[config.mk]
export PLATFORM = sky130hd
export DESIGN_NAME = bram_s2_burst_reader_flat
export DESIGN_NICKNAME = d
export VERILOG_FILES = /design/src/rtl/bram_rd_pkg.sv /design/src/rtl/bram_s2_burst_reader_if.sv /design/src/rtl/bram_rd_skid_fifo.sv /design/src/rtl/bram_s2_burst_reader.sv /design/src/flat_wrapper.sv
export SDC_FILE = /design/constraint.sdc
export NUM_CORES = 1
export LEC_CHECK = 0
export ABC_AREA = 1
export CAP_MARGIN = 20
export CORE_AREA = 2 2 78 65
export DETAILED_ROUTE_END_ITERATION = 8
export DIE_AREA = 0 0 80 67
export PLACE_DENSITY = 0.83
export REMOVE_ABC_BUFFERS = 1
export SKIP_LAST_GASP = 1
export SLEW_MARGIN = 20
export SYNTH_ARGS = -nofsm -noshare
export SYNTH_HDL_FRONTEND = slang
export SYNTH_SLANG_ARGS = --single-unit
[constraint.sdc]
create_clock -name clk -period 4.81 [get_ports clk]
set_input_delay 1.443 -clock clk [delete_from_list [all_inputs] [get_ports clk]]
set_output_delay 1.443 -clock clk [all_outputs]
set_load 0.03 [all_outputs]
[src/rtl/bram_rd_pkg.sv]
// Shared types and constants for the block-RAM burst reader.
//   ADDR_W    : RAM address width (2048 words)
//   DATA_W    : RAM word width
//   BUF_DEPTH : output buffer entries (only 2 is supported)
//   state_e   : reader FSM state
//   buf_entry_t : one output buffer entry {data, last}
package bram_rd_pkg;

    localparam int unsigned ADDR_W    = 11;
    localparam int unsigned DATA_W    = 2;
    localparam int unsigned BUF_DEPTH = 2;

    typedef enum logic [1:0] {
        StIdle,
        StRun,
        StDrain
    } state_e;

    typedef struct packed {
        logic [DATA_W-1:0] data;
        logic              last;
    } buf_entry_t;

endpackage

[src/rtl/bram_s2_burst_reader_if.sv]
// Bundle of the command, RAM-port and output-stream signals of the burst reader.
//   master : the reader (drives cmd_ready, RAM addr/en/we/rst, stream o_*)
//   slave  : the environment (command source, RAM, stream consumer)
// Signals:
//   cmd_valid/cmd_ready/cmd_addr/cmd_len : burst command handshake
//   addr/en/we/rst/dout                  : RAM port (dout = RAM DO, 1-cycle latency)
//   o_valid/o_ready/o_data/o_last        : output word stream
interface bram_s2_burst_reader_if;
    import bram_rd_pkg::*;

    logic              cmd_valid;
    logic              cmd_ready;
    logic [ADDR_W-1:0] cmd_addr;
    logic [ADDR_W-1:0] cmd_len;

    logic [ADDR_W-1:0] addr;
    logic              en;
    logic              we;
    logic              rst;
    logic [DATA_W-1:0] dout;

    logic              o_valid;
    logic              o_ready;
    logic [DATA_W-1:0] o_data;
    logic              o_last;

    modport master (
        input  cmd_valid, cmd_addr, cmd_len, dout, o_ready,
        output cmd_ready, addr, en, we, rst, o_valid, o_data, o_last
    );

    modport slave (
        output cmd_valid, cmd_addr, cmd_len, dout, o_ready,
        input  cmd_ready, addr, en, we, rst, o_valid, o_data, o_last
    );

endinterface

[src/rtl/bram_rd_skid_fifo.sv]
// Two-entry synchronous FIFO holding captured RAM words for the output stream.
//   clk, rst_n : clock, asynchronous active-low reset
//   flush_i    : synchronous clear of all entries (wins over push/pop)
//   push_i     : write wdata_i
//   wdata_i    : entry to write
//   pop_i      : drop the head entry
//   rdata_o    : head entry
//   count_o    : number of valid entries (0..2)
module bram_rd_skid_fifo
    import bram_rd_pkg::*;
(
    input  logic       clk,
    input  logic       rst_n,
    input  logic       flush_i,
    input  logic       push_i,
    input  buf_entry_t wdata_i,
    input  logic       pop_i,
    output buf_entry_t rdata_o,
    output logic [1:0] count_o
);

    buf_entry_t mem_q [BUF_DEPTH];
    logic       wptr_q;
    logic       rptr_q;
    logic [1:0] cnt_q;

    always_ff @(posedge clk or negedge rst_n) begin
        if (!rst_n) begin
            mem_q[0] <= '0;
            mem_q[1] <= '0;
            wptr_q   <= 1'b0;
            rptr_q   <= 1'b0;
            cnt_q    <= 2'd0;
        end else if (flush_i) begin
            wptr_q <= 1'b0;
            rptr_q <= 1'b0;
            cnt_q  <= 2'd0;
        end else begin
            if (push_i) begin
                mem_q[wptr_q] <= wdata_i;
                wptr_q        <= ~wptr_q;
            end
            if (pop_i) begin
                rptr_q <= ~rptr_q;
            end
            cnt_q <= cnt_q + {1'b0, push_i} - {1'b0, pop_i};
        end
    end

    assign rdata_o = mem_q[rptr_q];
    assign count_o = cnt_q;

    // The reader's credit rule must make these impossible.
    always_ff @(posedge clk) begin
        if (rst_n && !flush_i) begin
            assert (!(push_i && !pop_i && cnt_q == 2'd2));
            assert (!(pop_i && cnt_q == 2'd0));
        end
    end

endmodule

[src/rtl/bram_s2_burst_reader.sv]
// Burst read master for one port of the 2-bit x 2048 dual-port block RAM.
// Takes a (start address, length-1) command, issues one RAM read per cycle while
// output credit allows, captures DO one cycle after EN and streams the words out
// through a 2-entry buffer with valid/ready and a last marker.
//   clk, rst_n : clock, asynchronous active-low reset
//   bus        : command / RAM port / output stream (master side)
//   abort_i    : one-cycle pulse, cancels the active burst
//   busy_o     : high whenever the FSM is not idle
// Optional build macro BRAM_RD_STATS_EN adds:
//   stat_clr_i    : synchronous clear of both statistics counters
//   stat_words_o  : saturating count of words popped
//   stat_stalls_o : saturating count of cycles with o_valid=1 and o_ready=0
module bram_s2_burst_reader
    import bram_rd_pkg::*;
(
    input  logic                   clk,
    input  logic                   rst_n,
    bram_s2_burst_reader_if.master bus,
    input  logic                   abort_i,
    output logic                   busy_o
`ifdef BRAM_RD_STATS_EN
    ,
    input  logic                   stat_clr_i,
    output logic [31:0]            stat_words_o,
    output logic [31:0]            stat_stalls_o
`endif
);

    state_e            state_q;
    logic [ADDR_W-1:0] addr_q;
    logic [ADDR_W-1:0] remain_q;
    logic              inflight_q;
    logic              inflight_last_q;

    buf_entry_t        head;
    buf_entry_t        wentry;
    logic [1:0]        buf_cnt;
    logic [2:0]        occ;
    logic              o_valid;
    logic              pop;
    logic              issue_ok;
    logic              en;
    logic              flush;

    assign o_valid = (buf_cnt != 2'd0);
    assign pop     = o_valid & bus.o_ready;

    // Words already owed to the buffer after this cycle's pop; issuing is only
    // allowed while that leaves room, so the buffer can never overflow.
    assign occ      = {1'b0, buf_cnt} + {2'b00, inflight_q} - {2'b00, pop};
    assign issue_ok = (occ < 3'd2);
    assign en       = (state_q == StRun) && issue_ok;
    assign flush    = (state_q != StIdle) && abort_i;

    assign wentry.data = bus.dout;
    assign wentry.last = inflight_last_q;

    bram_rd_skid_fifo u_fifo (
        .clk     (clk),
        .rst_n   (rst_n),
        .flush_i (flush),
        .push_i  (inflight_q),
        .wdata_i (wentry),
        .pop_i   (pop),
        .rdata_o (head),
        .count_o (buf_cnt)
    );

    always_ff @(posedge clk or negedge rst_n) begin
        if (!rst_n) begin
            state_q         <= StIdle;
            addr_q          <= '0;
            remain_q        <= '0;
            inflight_q      <= 1'b0;
            inflight_last_q <= 1'b0;
        end else begin
            // An abort drops the word the RAM is returning next cycle.
            inflight_q      <= en && !abort_i;
            inflight_last_q <= en && (remain_q == '0);
            unique case (state_q)
                StIdle: begin
                    if (bus.cmd_valid) begin
                        state_q  <= StRun;
                        addr_q   <= bus.cmd_addr;
                        remain_q <= bus.cmd_len;
                    end
                end
                StRun: begin
                    if (abort_i) begin
                        state_q <= StIdle;
                    end else if (en) begin
                        addr_q   <= addr_q + ADDR_W'(1);
                        remain_q <= remain_q - ADDR_W'(1);
                        if (remain_q == '0) begin
                            state_q <= StDrain;
                        end
                    end
                end
                StDrain: begin
                    if (abort_i || (pop && head.last)) begin
                        state_q <= StIdle;
                    end
                end
                default: state_q <= StIdle;
            endcase
        end
    end

    assign bus.cmd_ready = (state_q == StIdle);
    assign busy_o        = (state_q != StIdle);
    assign bus.addr      = addr_q;
    assign bus.en        = en;
    assign bus.we        = 1'b0;
    assign bus.rst       = 1'b0;
    assign bus.o_valid   = o_valid;
    // Gate with valid so stale entries left by a flush never show up.
    assign bus.o_data    = o_valid ? head.data : '0;
    assign bus.o_last    = o_valid & head.last;

`ifdef BRAM_RD_STATS_EN
    logic [31:0] stat_words_q;
    logic [31:0] stat_stalls_q;

    always_ff @(posedge clk or negedge rst_n) begin
        if (!rst_n) begin
            stat_words_q  <= '0;
            stat_stalls_q <= '0;
        end else if (stat_clr_i) begin
            stat_words_q  <= '0;
            stat_stalls_q <= '0;
        end else begin
            if (pop && (stat_words_q != '1)) begin
                stat_words_q <= stat_words_q + 32'd1;
            end
            if (o_valid && !bus.o_ready && (stat_stalls_q != '1)) begin
                stat_stalls_q <= stat_stalls_q + 32'd1;
            end
        end
    end

    assign stat_words_o  = stat_words_q;
    assign stat_stalls_o = stat_stalls_q;
`endif

endmodule

[src/flat_wrapper.sv]
// flat-port wrapper written by rule: the top's interface ports become plain ports
module bram_s2_burst_reader_flat import bram_rd_pkg::*;
  (clk, rst_n, abort_i, busy_o, bus_cmd_valid, bus_cmd_addr, bus_cmd_len, bus_dout, bus_o_ready, bus_cmd_ready, bus_addr, bus_en, bus_we, bus_rst, bus_o_valid, bus_o_data, bus_o_last);
  bram_s2_burst_reader_if bus_i ();
  input  logic clk;
  input  logic rst_n;
  input  logic abort_i;
  output logic busy_o;
  input wire logic [$bits(bus_i.cmd_valid)-1:0] bus_cmd_valid;
  input wire logic [$bits(bus_i.cmd_addr)-1:0] bus_cmd_addr;
  input wire logic [$bits(bus_i.cmd_len)-1:0] bus_cmd_len;
  input wire logic [$bits(bus_i.dout)-1:0] bus_dout;
  input wire logic [$bits(bus_i.o_ready)-1:0] bus_o_ready;
  output wire logic [$bits(bus_i.cmd_ready)-1:0] bus_cmd_ready;
  output wire logic [$bits(bus_i.addr)-1:0] bus_addr;
  output wire logic [$bits(bus_i.en)-1:0] bus_en;
  output wire logic [$bits(bus_i.we)-1:0] bus_we;
  output wire logic [$bits(bus_i.rst)-1:0] bus_rst;
  output wire logic [$bits(bus_i.o_valid)-1:0] bus_o_valid;
  output wire logic [$bits(bus_i.o_data)-1:0] bus_o_data;
  output wire logic [$bits(bus_i.o_last)-1:0] bus_o_last;
  assign bus_i.cmd_valid = bus_cmd_valid;
  assign bus_i.cmd_addr = bus_cmd_addr;
  assign bus_i.cmd_len = bus_cmd_len;
  assign bus_i.dout = bus_dout;
  assign bus_i.o_ready = bus_o_ready;
  assign bus_cmd_ready = bus_i.cmd_ready;
  assign bus_addr = bus_i.addr;
  assign bus_en = bus_i.en;
  assign bus_we = bus_i.we;
  assign bus_rst = bus_i.rst;
  assign bus_o_valid = bus_i.o_valid;
  assign bus_o_data = bus_i.o_data;
  assign bus_o_last = bus_i.o_last;
  bram_s2_burst_reader u_core (.clk(clk), .rst_n(rst_n), .bus(bus_i), .abort_i(abort_i), .busy_o(busy_o));
endmodule
==> results of run 1 <==
==> report_power, final <==
part	leakage, uW	switching, uW	internal [uW]
Sequential	0.000454	133	431
Combinational	0.000934	579	400
Clock	0.0000503	103	127
Total	0.00144	814	959
==> worst paths after layout <==
| path | slack [ns] | from | cells after the start | endpoint |
|---|---|---|---|---|
| max in group asynchronous | 2.89 | rst_n | 2 | u_core.bus.addr[1] |
| hold / removal | 0.49 | u_core.u_fifo.mem_q[1] | 2 | u_core.u_fifo.mem_q[1] |
| setup reg to reg | 1.49 | u_core.u_fifo.count_o[1] | 16 | u_core.bus.addr[4] |
| min in group asynchronous | 1.59 | rst_n | 2 | u_core.u_fifo.count_o[1] |
| setup / recovery | 0.09 | bus_o_ready | 11 | bus_en |
| hold reg to reg | 0.49 | u_core.u_fifo.mem_q[1] | 2 | u_core.u_fifo.mem_q[1] |
==> registers in the layout, summed over array words and instances, names as in the netlist <==
register	cells
u_core.bus.addr	11
u_core.state_q	2
u_core.inflight_last_q	1
u_core.remain_q	11
u_core.u_fifo.rptr_q	1
u_core.u_fifo.wptr_q	1
u_core.u_fifo.mem_q	6
u_core.inflight_q	1
u_core.u_fifo.count_o	2
==> Yosys cell counts <==
cell type / number
sky130_fd_sc_hd__conb_1: 1
sky130_fd_sc_hd__nor4_1: 1
sky130_fd_sc_hd__nor2_4: 1
sky130_fd_sc_hd__ha_1: 5
sky130_fd_sc_hd__buf_6: 1
sky130_fd_sc_hd__nand3_2: 1
sky130_fd_sc_hd__nand2_2: 1
sky130_fd_sc_hd__xor2_1: 1
sky130_fd_sc_hd__buf_2: 2
sky130_fd_sc_hd__fa_1: 1
sky130_fd_sc_hd__nor3_1: 2
sky130_fd_sc_hd__nand4_1: 5
sky130_fd_sc_hd__nand2_1: 108
sky130_fd_sc_hd__buf_4: 4
sky130_fd_sc_hd__nand2_4: 1
sky130_fd_sc_hd__o21ai_0: 26
sky130_fd_sc_hd__o211ai_1: 1
sky130_fd_sc_hd__nor2_1: 30
sky130_fd_sc_hd__inv_1: 41
sky130_fd_sc_hd__inv_2: 1
sky130_fd_sc_hd__nand3_1: 37
sky130_fd_sc_hd__clkbuf_1: 1
sky130_fd_sc_hd__nand3b_1: 3
sky130_fd_sc_hd__dfrtp_1: 36
sky130_fd_sc_hd__clkbuf_2: 1
sky130_fd_sc_hd__or2_2: 9
sky130_fd_sc_hd__a21oi_1: 9
==> layout make-up <==
cell class                 instances  share of cell area
multi-input combinational        244               0.400
sequential                        36               0.309
tap                               60              0.0257
timing repair buffer              54               0.178
clock buffer                       7              0.0330
inverter                          42              0.0540
==> critical path, stage by stage <==
cell	delay, ns
sky130_fd_sc_hd__dlygate4sd2_1	0.23
sky130_fd_sc_hd__inv_1	0.06
sky130_fd_sc_hd__nor2_2	0.04
sky130_fd_sc_hd__ha_1	0.29
sky130_fd_sc_hd__inv_1	0.07
sky130_fd_sc_hd__ha_2	0.17
sky130_fd_sc_hd__inv_2	0.04
sky130_fd_sc_hd__fa_1	0.54
sky130_fd_sc_hd__nand3_2	0.12
sky130_fd_sc_hd__nor2_4	0.14
sky130_fd_sc_hd__buf_6	0.15
==> per-layer routing <==
| metal | vias to the layer above | share of wire | track usage | wire, um |
|---|---|---|---|---|
| met5 | - | 0 | 0 | 0 |
| met4 | 0 | 0.010 | 0.0593 | 53 |
| met3 | 7 | 0.052 | 0.0393 | 270 |
| met2 | 64 | 0.46 | 0.365 | 2350 |
| met1 | 1002 | 0.48 | 0.274 | 2480 |
| li1 | 1141 | - | - | - |
==> repair_timing <==
item / 4_1_cts / 5_1_grt
pin swaps: 5 / 2
endpoints found under the setup margin: 1 / 1
setup buffers: 2 / 0
gates resized for setup: 8 / 0
==> cells by family after synthesis <==
family,count (synthesis),share of synthesized area
and+or+nand+nor,199,0.383
buffers and inverters,51,0.0961
AOI/OAI and AO/OA,36,0.0807
DFF,36,0.398
adders and majority gates,6,0.0365
xor gates and xnor gates,1,0.00387
other,1,0.00166
==> stage by stage <==
stage	instance area (um2)	worst slack, ns
detailed placement	2790	-0.185
finish	2920	0.0899
CTS	2920	0.0949
global route	2920	0.0124
global placement	2790	-0.155
floorplan	2210	0.144
==> results by group, run 1 <==
Outcome
  • Outcome: completed

Timing
  • Setup-violating endpoint count in the final report: 0
  • Worst setup skew after layout: approximately 0.0023 ns
  • Worst max-slew margin expressed relative to the limit: 0.397
  • Setup repair after global routing missed its margin: no
  • Final min period: 4.72 ns
  • Post-route fraction of the period consumed by the critical path: 0.981
  • Final count of pins violating max slew: 0
  • Hold Worst Slack: around 0.5 ns
  • Hold violation count in the final report: 0
  • Maximum clock frequency: 212 MHz
  • Worst Max-Slew Pin Slew: 0.903 ns
  • Setup TNS: 0 ns

Floorplan
  • Number of top-level pins: 49
  • Core box area: 0.00451 mm2
  • Die Footprint: roughly 0.0054 mm2
  • Die outline width: 80 um
  • Die boundary height: 67 um
  • Initial Util: 0.502
  • Number of cell rows: 22

CTS
  • Count of H-tree levels built during CTS: 2
  • Clock tree sinks: 36
  • CTS tree: built
  • Clock transition at the registers of the reported paths: 0.07 ns
  • Root buf cell: sky130_fd_sc_hd__clkbuf_8
  • Longest Clk Path Bufs: 2
  • Clock latency at the later pin of the worst-skew pair: 0.28 ns
  • Post-cts hold buffer count: 0
  • CTS buffer count: 5

Synth
  • Post-synthesis sequential area ratio: 0.398
  • Top area cells in the synthesized netlist: sky130_fd_sc_hd__dfrtp_1 40%, sky130_fd_sc_hd__nand2_1 18%, sky130_fd_sc_hd__nand3_1 8.2%
  • Register bit count reported by yosys: 36
  • Cell area after synthesis: 0.00226 mm2
  • Count of warnings emitted by yosys: 0
  • Cell type contributing the most total cell area after synthesis: sky130_fd_sc_hd__dfrtp_1
  • Area share of the largest cell type after synthesis: 0.398
  • Mapped Cells: 330
  • Post-synthesis area per instance: 6.86 um2
  • Netlist cell types: 27

Cells and area
  • Most common cell after layout, fill and taps aside: sky130_fd_sc_hd__nand2_1
  • Combined area of the multi-input logic cells: about 0.0012 mm2
  • Antenna diode instance count: 0
  • Fraction of layout cells with a size suffix above 1: 0.0914
  • Area grow syn2layout: 28.8%
  • Commonest cells after routing, fill and taps aside: 108 x sky130_fd_sc_hd__nand2_1, 44 x sky130_fd_sc_hd__clkdlybuf4s50_1, 40 x sky130_fd_sc_hd__inv_1
  • Utilization of the core after routing: 0.646
  • Flip-flop and latch area: 901 um2
  • Final instance count without filler cells: 443
  • Count of nets after finishing: 418
  • Filler Cell Count: roughly 420

Critical path
  • Endpoint class of the critical path: primary output
  • Max Fanout on Critical Path: 2
  • Type of the worst setup path: in -> out
  • Critical path data arrival time: 3.28 ns
  • Worst setup SP type: primary input
  • Data required, critical path: 3.37 ns

Power and ir drop
  • Cell leakage power: 0.00144 uW
  • Design Power: ~1800 uW
  • Worst vdd ir: 0.326 mV
  • Power per standard cell area: between 600 and 700 mW/mm2

Global route
  • Antenna violations before repair: 0
  • Global router's overall resource usage: 0.212
  • Wire length of the first global-routing pass: roughly 9000 um
  • Residual overflow from global routing: 0
  • Pin count of the biggest net entering global routing: 37
  • Via count of the first global-routing pass: 2,085

Place
  • Number of placed instances with taps included: 434
  • Number of input and output port buffers inserted: 46
  • Half-perimeter wire length after placement: around 3600 um
  • Routability congestion estimate from global placement: 0.805

Job
  • Number of max-cap violations: 0

Detailed routing
  • Vias per cell: 5.00
  • Routed wire length per instance: about 12 um
  • Antenna-violating nets left: 0
  • Vias after detailed routing: 2,214
  • Remaining routing DRC violations: 0
  • Length of the first detailed-routing pass in iterations: 4
  • Routed wire length: between 5000 and 6000 um
  • Detailed router's first-iteration violation count: 126

Hold path
  • Path category of the worst min-delay check: reg -> reg
(Power assumes the default switching activity.)
==> inputs of run 2 (changes only) <==
ABC_AREA = default   (was 1)
CORE_AREA = 2 2 76 64   (was 2 2 78 65)
DIE_AREA = 0 0 78 66   (was 0 0 80 67)
==> run 2 against run 1 <==
Compared with the run above: largest power group unchanged; non-clock buffer count rose by 22; sequential share of layout area fell by 0.13 points; clock power up 3%; cell count shrank 20%; combinational power hardly changed; synthesized area down 6.8%; first-iteration DRC count rose by 25%; global-route usage is 2.0 points higher; flip-flop and latch count did not move; register-to-register slack worse by 0.73 ns; wire length grew 7.0%.
==> results by group, run 2 <==
Outcome
  • Outcome: completed (unchanged)

Timing
  • Worst max-slew margin expressed relative to the limit: 0.435 (was 0.397)
  • Hold violation count in the final report: 0 (unchanged)
  • Setup repair after global routing missed its margin: no (unchanged)
  • Worst Max-Slew Pin Slew: 0.847 ns (was 0.903 ns)
  • Final count of pins violating max slew: 0 (unchanged)
  • Setup ws final: 0.0955 ns (was 0.0899 ns)
  • Setup-violating endpoint count in the final report: 0 (unchanged)
  • Final min period: 4.71 ns (was 4.72 ns)
  • Maximum clock frequency: 212 MHz (about the same)
  • Worst setup skew after layout: 0.00348 ns (was 0.00228 ns)
  • Post-route fraction of the period consumed by the critical path: 0.980 (was 0.981)
  • Hold Worst Slack: 0.505 ns (was 0.494 ns)

Synth
  • Post-synthesis area per instance: 9.30 um2 (was 6.86 um2)
  • Count of warnings emitted by yosys: 0 (unchanged)
  • Cell area after synthesis: 0.00211 mm2 (was 0.00226 mm2)
  • Share of synthesized area spent on multiplexers: 0.0563 (was 0)
  • Register bit count reported by yosys: 36 (unchanged)
  • Most frequently used flop master after synthesis: sky130_fd_sc_hd__dfrtp_1 (unchanged)
  • Number of flops mapped to enable cells by yosys: 0 (unchanged)
  • Share of flip-flops with an asynchronous set or reset after synthesis: 1.00 (unchanged)
  • Netlist cell types: 51 (was 27)
  • Largest family of logic cells by synthesized area: compound AO/OA/AOI/OAI gates (was simple AND/OR/NAND/NOR gates)
  • Xor and xnor area share after synthesis: 0.0124 (was 0.00387)
  • Post-synthesis sequential area ratio: 0.427 (was 0.398)
  • Mapped Cells: 227 (was 330)
  • Area share of the largest cell type after synthesis: 0.427 (was 0.398)
  • Top area cells in the synthesized netlist: sky130_fd_sc_hd__dfrtp_1 43%, sky130_fd_sc_hd__a21oi_1 4.7%, sky130_fd_sc_hd__o21ai_0 4.5% (was sky130_fd_sc_hd__dfrtp_1 40%, sky130_fd_sc_hd__nand2_1 18%, sky130_fd_sc_hd__nand3_1 8.2%)
  • Post-synthesis simple-gate area fraction: 0.171 (was 0.383)
  • Area share of fa/ha/maj cells after synthesis: 0.0391 (was 0.0365)
  • Cell type contributing the most total cell area after synthesis: sky130_fd_sc_hd__dfrtp_1 (unchanged)
  • Top post-synthesis cells by count: 36 x sky130_fd_sc_hd__dfrtp_1, 21 x sky130_fd_sc_hd__nor2_1, 20 x sky130_fd_sc_hd__a21oi_1 (was 108 x sky130_fd_sc_hd__nand2_1, 41 x sky130_fd_sc_hd__inv_1, 37 x sky130_fd_sc_hd__nand3_1)
  • Most frequently used cell type in the post-synthesis netlist: sky130_fd_sc_hd__dfrtp_1 (was sky130_fd_sc_hd__nand2_1)
  • Synthesized-area fraction occupied by ao, oa, aoi and oai cells: 0.228 (was 0.0807)

Cells and area
  • Flip-flop and latch area: 901 um2 (unchanged)
  • Commonest cells after routing, fill and taps aside: 44 x sky130_fd_sc_hd__clkdlybuf4s50_1, 36 x sky130_fd_sc_hd__dfrtp_1, 30 x sky130_fd_sc_hd__buf_4 (was 108 x sky130_fd_sc_hd__nand2_1, 44 x sky130_fd_sc_hd__clkdlybuf4s50_1, 40 x sky130_fd_sc_hd__inv_1)
  • Fraction of layout cells with a size suffix above 1: 0.214 (was 0.0914)
  • Antenna diode instance count: 0 (unchanged)
  • Most common cell after layout, fill and taps aside: sky130_fd_sc_hd__clkdlybuf4s50_1 (was sky130_fd_sc_hd__nand2_1)
  • Combined area of the multi-input logic cells: 0.00112 mm2 (was 0.00117 mm2)
  • Area grow syn2layout: 38.8% (was 28.8%)
  • Filler Cell Count: 353 (was 416)
  • Utilization of the core after routing: 0.665 (was 0.646)
  • Count of nets after finishing: 329 (was 418)

Critical path
  • Max Fanout on Critical Path: 2 (unchanged)
  • Endpoint class of the critical path: flip-flop (was primary output)
  • Highest-delay cell along the critical path: sky130_fd_sc_hd__o211ai_1 (was sky130_fd_sc_hd__fa_1)
  • Buffers & Inverters on Critical Path: 26 (was 5)
  • Critical path data arrival time: 4.89 ns (was 3.28 ns)
  • Crit-path leading delay family: buffers and inverters (was adder cells)
  • Worst setup SP type: primary input (unchanged)
  • Type of the worst setup path: in -> reg (was in -> out)
  • Data required, critical path: 4.98 ns (was 3.37 ns)
  • Longest individual stage delay on the worst path: 0.17 ns (was 0.54 ns)
  • Cell occurring most often along the worst timing path: sky130_fd_sc_hd__buf_4 (was sky130_fd_sc_hd__inv_1)

Global route
  • Wire length of the first global-routing pass: 9220 um (was 9000 um)
  • Via count of the first global-routing pass: 1,967 (was 2,085)
  • Residual overflow from global routing: 0 (unchanged)
  • Antenna violations before repair: 0 (unchanged)
  • Pin count of the biggest net entering global routing: 37 (unchanged)
  • Global router's overall resource usage: 0.233 (was 0.212)

Floorplan
  • Number of cell rows: 22 (unchanged)
  • Die Footprint: 0.00515 mm2 (was 0.00536 mm2)
  • Number of top-level pins: 49 (unchanged)
  • Die boundary height: 66 um (was 67 um)
  • Die outline width: 78 um (was 80 um)
  • Initial Util: 0.479 (was 0.502)
  • Core box area: 0.00440 mm2 (was 0.00451 mm2)

Power and ir drop
  • Switching power as a share of total power: 0.437 (was 0.459)
  • Design internal power: 1030 uW (was 959 uW)
  • Net switching power: 799 uW (was 814 uW)
  • Worst vdd ir: 0.437 mV (was 0.326 mV)
  • Power per standard cell area: 624 mW/mm2 (was 608 mW/mm2)
  • Flop pwr share: 0.320 (was 0.318)
  • Cell leakage power: 0.00125 uW (was 0.00144 uW)
  • Clock power frac: 0.130 (about the same)
  • Combinational share of power: 0.551 (was 0.552)

Place
  • Half-perimeter wire length after placement: 3330 um (was 3570 um)
  • Worst setup slack before clock tree synthesis: -0.284 ns (was -0.185 ns)
  • Routability congestion estimate from global placement: 0.847 (was 0.805)
  • Number of input and output port buffers inserted: 46 (unchanged)

Detailed routing
  • Vias per cell: 5.75 (was 5.00)
  • Antenna-violating nets left: 0 (unchanged)
  • Remaining routing DRC violations: 0 (unchanged)
  • Vias after detailed routing: 2,035 (was 2,214)
  • Routed wire length: 5520 um (was 5150 um)
  • Length of the first detailed-routing pass in iterations: 4 (unchanged)
  • Routed wire length per instance: 15.6 um (was 11.6 um)
  • Detailed router's first-iteration violation count: 158 (was 126)

CTS
  • Longest Clk Path Bufs: 2 (unchanged)
  • Root buf cell: sky130_fd_sc_hd__clkbuf_8 (unchanged)
  • CTS buffer count: 5 (unchanged)
  • Count of H-tree levels built during CTS: 2 (unchanged)
  • Clock latency at the later pin of the worst-skew pair: 0.29 ns (was 0.28 ns)
  • Clock transition at the registers of the reported paths: 0.07 ns (about the same)
  • Clock tree sinks: 36 (unchanged)
  • CTS tree: built (unchanged)

Job
  • Number of max-cap violations: 0 (unchanged)

Hold path
  • Path category of the worst min-delay check: reg -> reg (unchanged)
## run 2: kinds of logic after synthesis
| group | after synthesis |
|---|---|
| mux | 10 |
| buf+inv | 29 |
| fa+ha+maj | 6 |
| other cells | 1 |
| flops | 36 |
| compound gates | 72 |
| xor+xnor | 3 |
| simple gates | 70 |
## run 2: layout make-up
class | instances | area share
inverter | 12 | 0.0154
tap | 60 | 0.0256
sequential | 36 | 0.307
multi-input combinational | 163 | 0.384
clock buffer | 7 | 0.0329
timing repair buffer | 76 | 0.235
## run 2: power by group through the flow
stage          registers, uW  logic, uW  clock network (uW)
5_1_grt                  599       1090                 256
3_3_place_gp             570        814                   0
4_1_cts                  574        967                 238
2_1_floorplan            634        450                   0
3_5_place_dp             576        840                   0
6_report                 584       1010                 237
## run 2: worst paths after layout
path	startpoint	endpoint	slack, ns	cells after the start
setup / recovery	bus_o_ready	u_core.state_q[1]	0.1	29
hold / removal	u_core.inflight_last_q	u_core.u_fifo.mem_q[3]	0.50	1
setup reg to reg	u_core.u_fifo.count_o[1]	u_core.state_q[1]	0.76	28
hold reg to reg	u_core.inflight_last_q	u_core.u_fifo.mem_q[3]	0.50	1
max in group asynchronous	rst_n	u_core.bus.addr[4]	2.91	2
min in group asynchronous	rst_n	u_core.u_fifo.mem_q[5]	1.56	2
## run 2: through the flow
| step | power [uW] | TNS [ns] | std cells | instance area, um2 |
|---|---|---|---|---|
| floorplan | 1080 | -0.128 | 211 | 2020 |
| global placement | 1380 | -0.260 | 323 | 2620 |
| detailed placement | 1420 | -0.284 | 323 | 2620 |
| CTS | 1780 | 0 | 354 | 2920 |
| global route | 1940 | 0 | 354 | 2930 |
| finish | 1830 | 0 | 354 | 2930 |
## run 2: timing repair
| item | in CTS | in global routing |
|---|---|---|
| pin swaps | 3 | 2 |
| setup buffers | 24 | 0 |
| resized for setup | 9 | 4 |
| setup endpoints to repair | 1 | 3 |
| hold buffers | 0 | 0 |
## run 2: layer usage
metal / vias to the layer above / part of all wire / global-route usage
li1: 958 / - / -
met1: 970 / 0.44 / 0.304
met2: 92 / 0.47 / 0.373
met3: 15 / 0.071 / 0.0724
met4: 0 / 0.025 / 0.0724
met5: - / 0 / 0
==> inputs of run 3 (changes only) <==
CORE_AREA = 2 2 73 61   (was 2 2 76 64)
DIE_AREA = 0 0 75 63   (was 0 0 78 66)
GPL_ROUTABILITY_DRIVEN = 1   (was default)
PLACE_DENSITY = 0.89   (was 0.83)
clock period = 5.5 ns   (was 4.81 ns; I/O delays follow)
==> run 3 against run 2 <==
Compared with the run above: largest power group unchanged; non-clock buffer count is 25 lower; clock skew is 0.0017 ns higher; combinational power is 26% lower; hold slack better by 0.012 ns; highest routed layer unchanged; sequential share of layout area is 2.2 points higher; critical path type is now in -> out; critical endpoint is now bus_en; via count is 8.2% lower.
==> results by group, run 3 (synthesis gave the netlist of run 2 again) <==
CTS
  • Setup Fix Bufs, Post-CTS: 0 (was 24)
  • Count of H-tree levels built during CTS: 2 (unchanged)
  • Clock transition at the registers of the reported paths: 0.07 ns (about the same)
  • Longest Clk Path Bufs: 2 (unchanged)
  • Post-cts hold buffer count: 0 (unchanged)
  • CTS buffer count: 5 (unchanged)
  • Clock latency at the later pin of the worst-skew pair: 0.29 ns (about the same)
  • Root buf cell: sky130_fd_sc_hd__clkbuf_8 (unchanged)
  • Clock tree sinks: 36 (unchanged)
  • CTS tree: built (unchanged)

Place
  • Half-perimeter wire length after placement: 3480 um (was 3330 um)
  • Number of input and output port buffers inserted: 46 (unchanged)
  • Instance area after placement: 0.00261 mm2 (was 0.00262 mm2)
  • Routability congestion estimate from global placement: 0.809 (was 0.847)

Floorplan
  • Die outline width: 75 um (was 78 um)
  • Die boundary height: 63 um (was 66 um)
  • Number of top-level pins: 49 (unchanged)
  • Initial Util: 0.525 (was 0.479)
  • Die Footprint: 0.00473 mm2 (was 0.00515 mm2)
  • Number of cell rows: 21 (was 22)
  • Core box area: 0.00402 mm2 (was 0.00440 mm2)

Detailed routing
  • Vias after detailed routing: 1,868 (was 2,035)
  • Routed wire length: 4990 um (was 5520 um)
  • Remaining routing DRC violations: 0 (unchanged)
  • Antenna-violating nets left: 0 (unchanged)
  • Routed wire length per instance: 15.3 um (was 15.6 um)
  • Vias per cell: 5.71 (was 5.75)
  • Detailed router's first-iteration violation count: 130 (was 158)
  • Length of the first detailed-routing pass in iterations: 4 (unchanged)

Hold path
  • Path category of the worst min-delay check: reg -> reg (unchanged)

Cells and area
  • Most common cell after layout, fill and taps aside: sky130_fd_sc_hd__clkdlybuf4s50_1 (unchanged)
  • Filler Cell Count: 317 (was 353)
  • Final Instance Area: 0.00274 mm2 (was 0.00293 mm2)
  • Commonest cells after routing, fill and taps aside: 45 x sky130_fd_sc_hd__clkdlybuf4s50_1, 36 x sky130_fd_sc_hd__dfrtp_1, 21 x sky130_fd_sc_hd__nor2_1 (was 44 x sky130_fd_sc_hd__clkdlybuf4s50_1, 36 x sky130_fd_sc_hd__dfrtp_1, 30 x sky130_fd_sc_hd__buf_4)
  • Fraction of layout cells with a size suffix above 1: 0.130 (was 0.214)
  • Combined area of the multi-input logic cells: 0.00112 mm2 (about the same)
  • Area grow syn2layout: 29.6% (was 38.8%)
  • Flip-flop and latch area: 901 um2 (unchanged)
  • Antenna diode instance count: 0 (unchanged)
  • Count of nets after finishing: 304 (was 329)

Critical path
  • Critical path data arrival time: 3.69 ns (was 4.89 ns)
  • Reg2reg setup slack: 2.19 ns (was 0.76 ns)
  • Type of the worst setup path: in -> out (was in -> reg)
  • Max Fanout on Critical Path: 2 (unchanged)
  • Worst setup SP type: primary input (unchanged)
  • Data required, critical path: 3.85 ns (was 4.98 ns)
  • Endpoint class of the critical path: primary output (was flip-flop)

Power and ir drop
  • Power per standard cell area: 546 mW/mm2 (was 624 mW/mm2)
  • Cell leakage power: 0.00114 uW (was 0.00125 uW)
  • Worst vdd ir: 0.268 mV (was 0.437 mV)

Timing
  • Setup-violating endpoint count in the final report: 0 (unchanged)
  • Hold Worst Slack: 0.516 ns (was 0.505 ns)
  • Setup TNS: 0 ns (unchanged)
  • Final min period: ~5.3 ns
  • Setup repair after global routing missed its margin: no (unchanged)
  • Post-route fraction of the period consumed by the critical path: 0.971
  • Worst setup skew after layout: 0.00521 ns (was 0.00348 ns)
  • Final count of pins violating max slew: 0 (unchanged)
  • Hold violation count in the final report: 0 (unchanged)
  • Maximum clock frequency: around 190 MHz
  • Worst Max-Slew Pin Slew: 0.888 ns (was 0.847 ns)
  • Worst max-slew margin expressed relative to the limit: 0.408 (was 0.435)

Global route
  • Wire length of the first global-routing pass: 8380 um (was 9220 um)
  • Pin count of the biggest net entering global routing: 37 (unchanged)
  • Antenna violations before repair: 0 (unchanged)
  • Residual overflow from global routing: 0 (unchanged)
  • Global router's overall resource usage: 0.231 (was 0.233)
  • Via count of the first global-routing pass: 1,825 (was 1,967)

Outcome
  • Outcome: completed (unchanged)

Job
  • Number of max-cap violations: 0 (unchanged)
run 3: final cells by class:
cell class / instances / share of cell area
Clock buffer: 6 / 0.0265
Tap cell: 57 / 0.0261
Inverter: 12 / 0.0165
Timing Repair Buffer: 51 / 0.181
Sequential cell: 36 / 0.329
Multi-Input combinational cell: 163 / 0.408
Clock inverter: 2 / 0.0128
run 3: worst paths after layout:
path | from | endpoint | cells after the start
max | bus_o_ready | bus_en | 11
min | u_core.inflight_last_q | u_core.u_fifo.mem_q[3] | 1
max reg2reg | u_core.u_fifo.count_o[1] | u_core.remain_q[2] | 12
min reg2reg | u_core.inflight_last_q | u_core.u_fifo.mem_q[3] | 1
max in group asynchronous | rst_n | u_core.u_fifo.wptr_q | 2
min in group asynchronous | rst_n | u_core.u_fifo.mem_q[4] | 2
run 3: critical path, stage by stage:
cell	delay, ns
sky130_fd_sc_hd__clkdlybuf4s50_1	0.42
sky130_fd_sc_hd__o21ai_2	0.07
sky130_fd_sc_hd__inv_1	0.06
sky130_fd_sc_hd__ha_1	0.29
sky130_fd_sc_hd__inv_1	0.06
sky130_fd_sc_hd__ha_1	0.14
sky130_fd_sc_hd__inv_1	0.05
sky130_fd_sc_hd__fa_2	0.36
sky130_fd_sc_hd__xor2_2	0.17
sky130_fd_sc_hd__nor3_2	0.22
sky130_fd_sc_hd__buf_4	0.20
run 3: what timing repair did:
item                                   in CTS  in global routing
pin swaps                                   0                  1
gates cloned                                0                  0
resized for setup                           1                  4
setup endpoints to repair                   1                  1
endpoints found under the hold margin       0                  0
run 3: metrics by stage:
stage	utilization	cells	power [uW]	worst slack (ns)
floorplan	-	211	948	0.148
finish	0.681	327	1490	0.160
detailed placement	0.648	319	1240	0.0551
global placement	0.648	319	1200	0.0411
global route	0.681	327	1590	0.0335
CTS	0.676	327	1480	0.0522
run 3: power by group:
group / total (uW) / leakage, uW / switching (uW) / internal [uW]
clock network: 231 / 0.0000552 / 96.7 / 135
logic: 749 / 0.000650 / 417 / 333
registers: 513 / 0.000435 / 137 / 376
run 3: per-layer routing:
layer / up-vias / share of wire / global-route usage
met2: 63 / 0.50 / 0.360
met3: 8 / 0.064 / 0.0790
met5: - / 0 / 0
met4: 0 / 0.0084 / 0.0580
li1: 904 / - / -
met1: 893 / 0.43 / 0.308
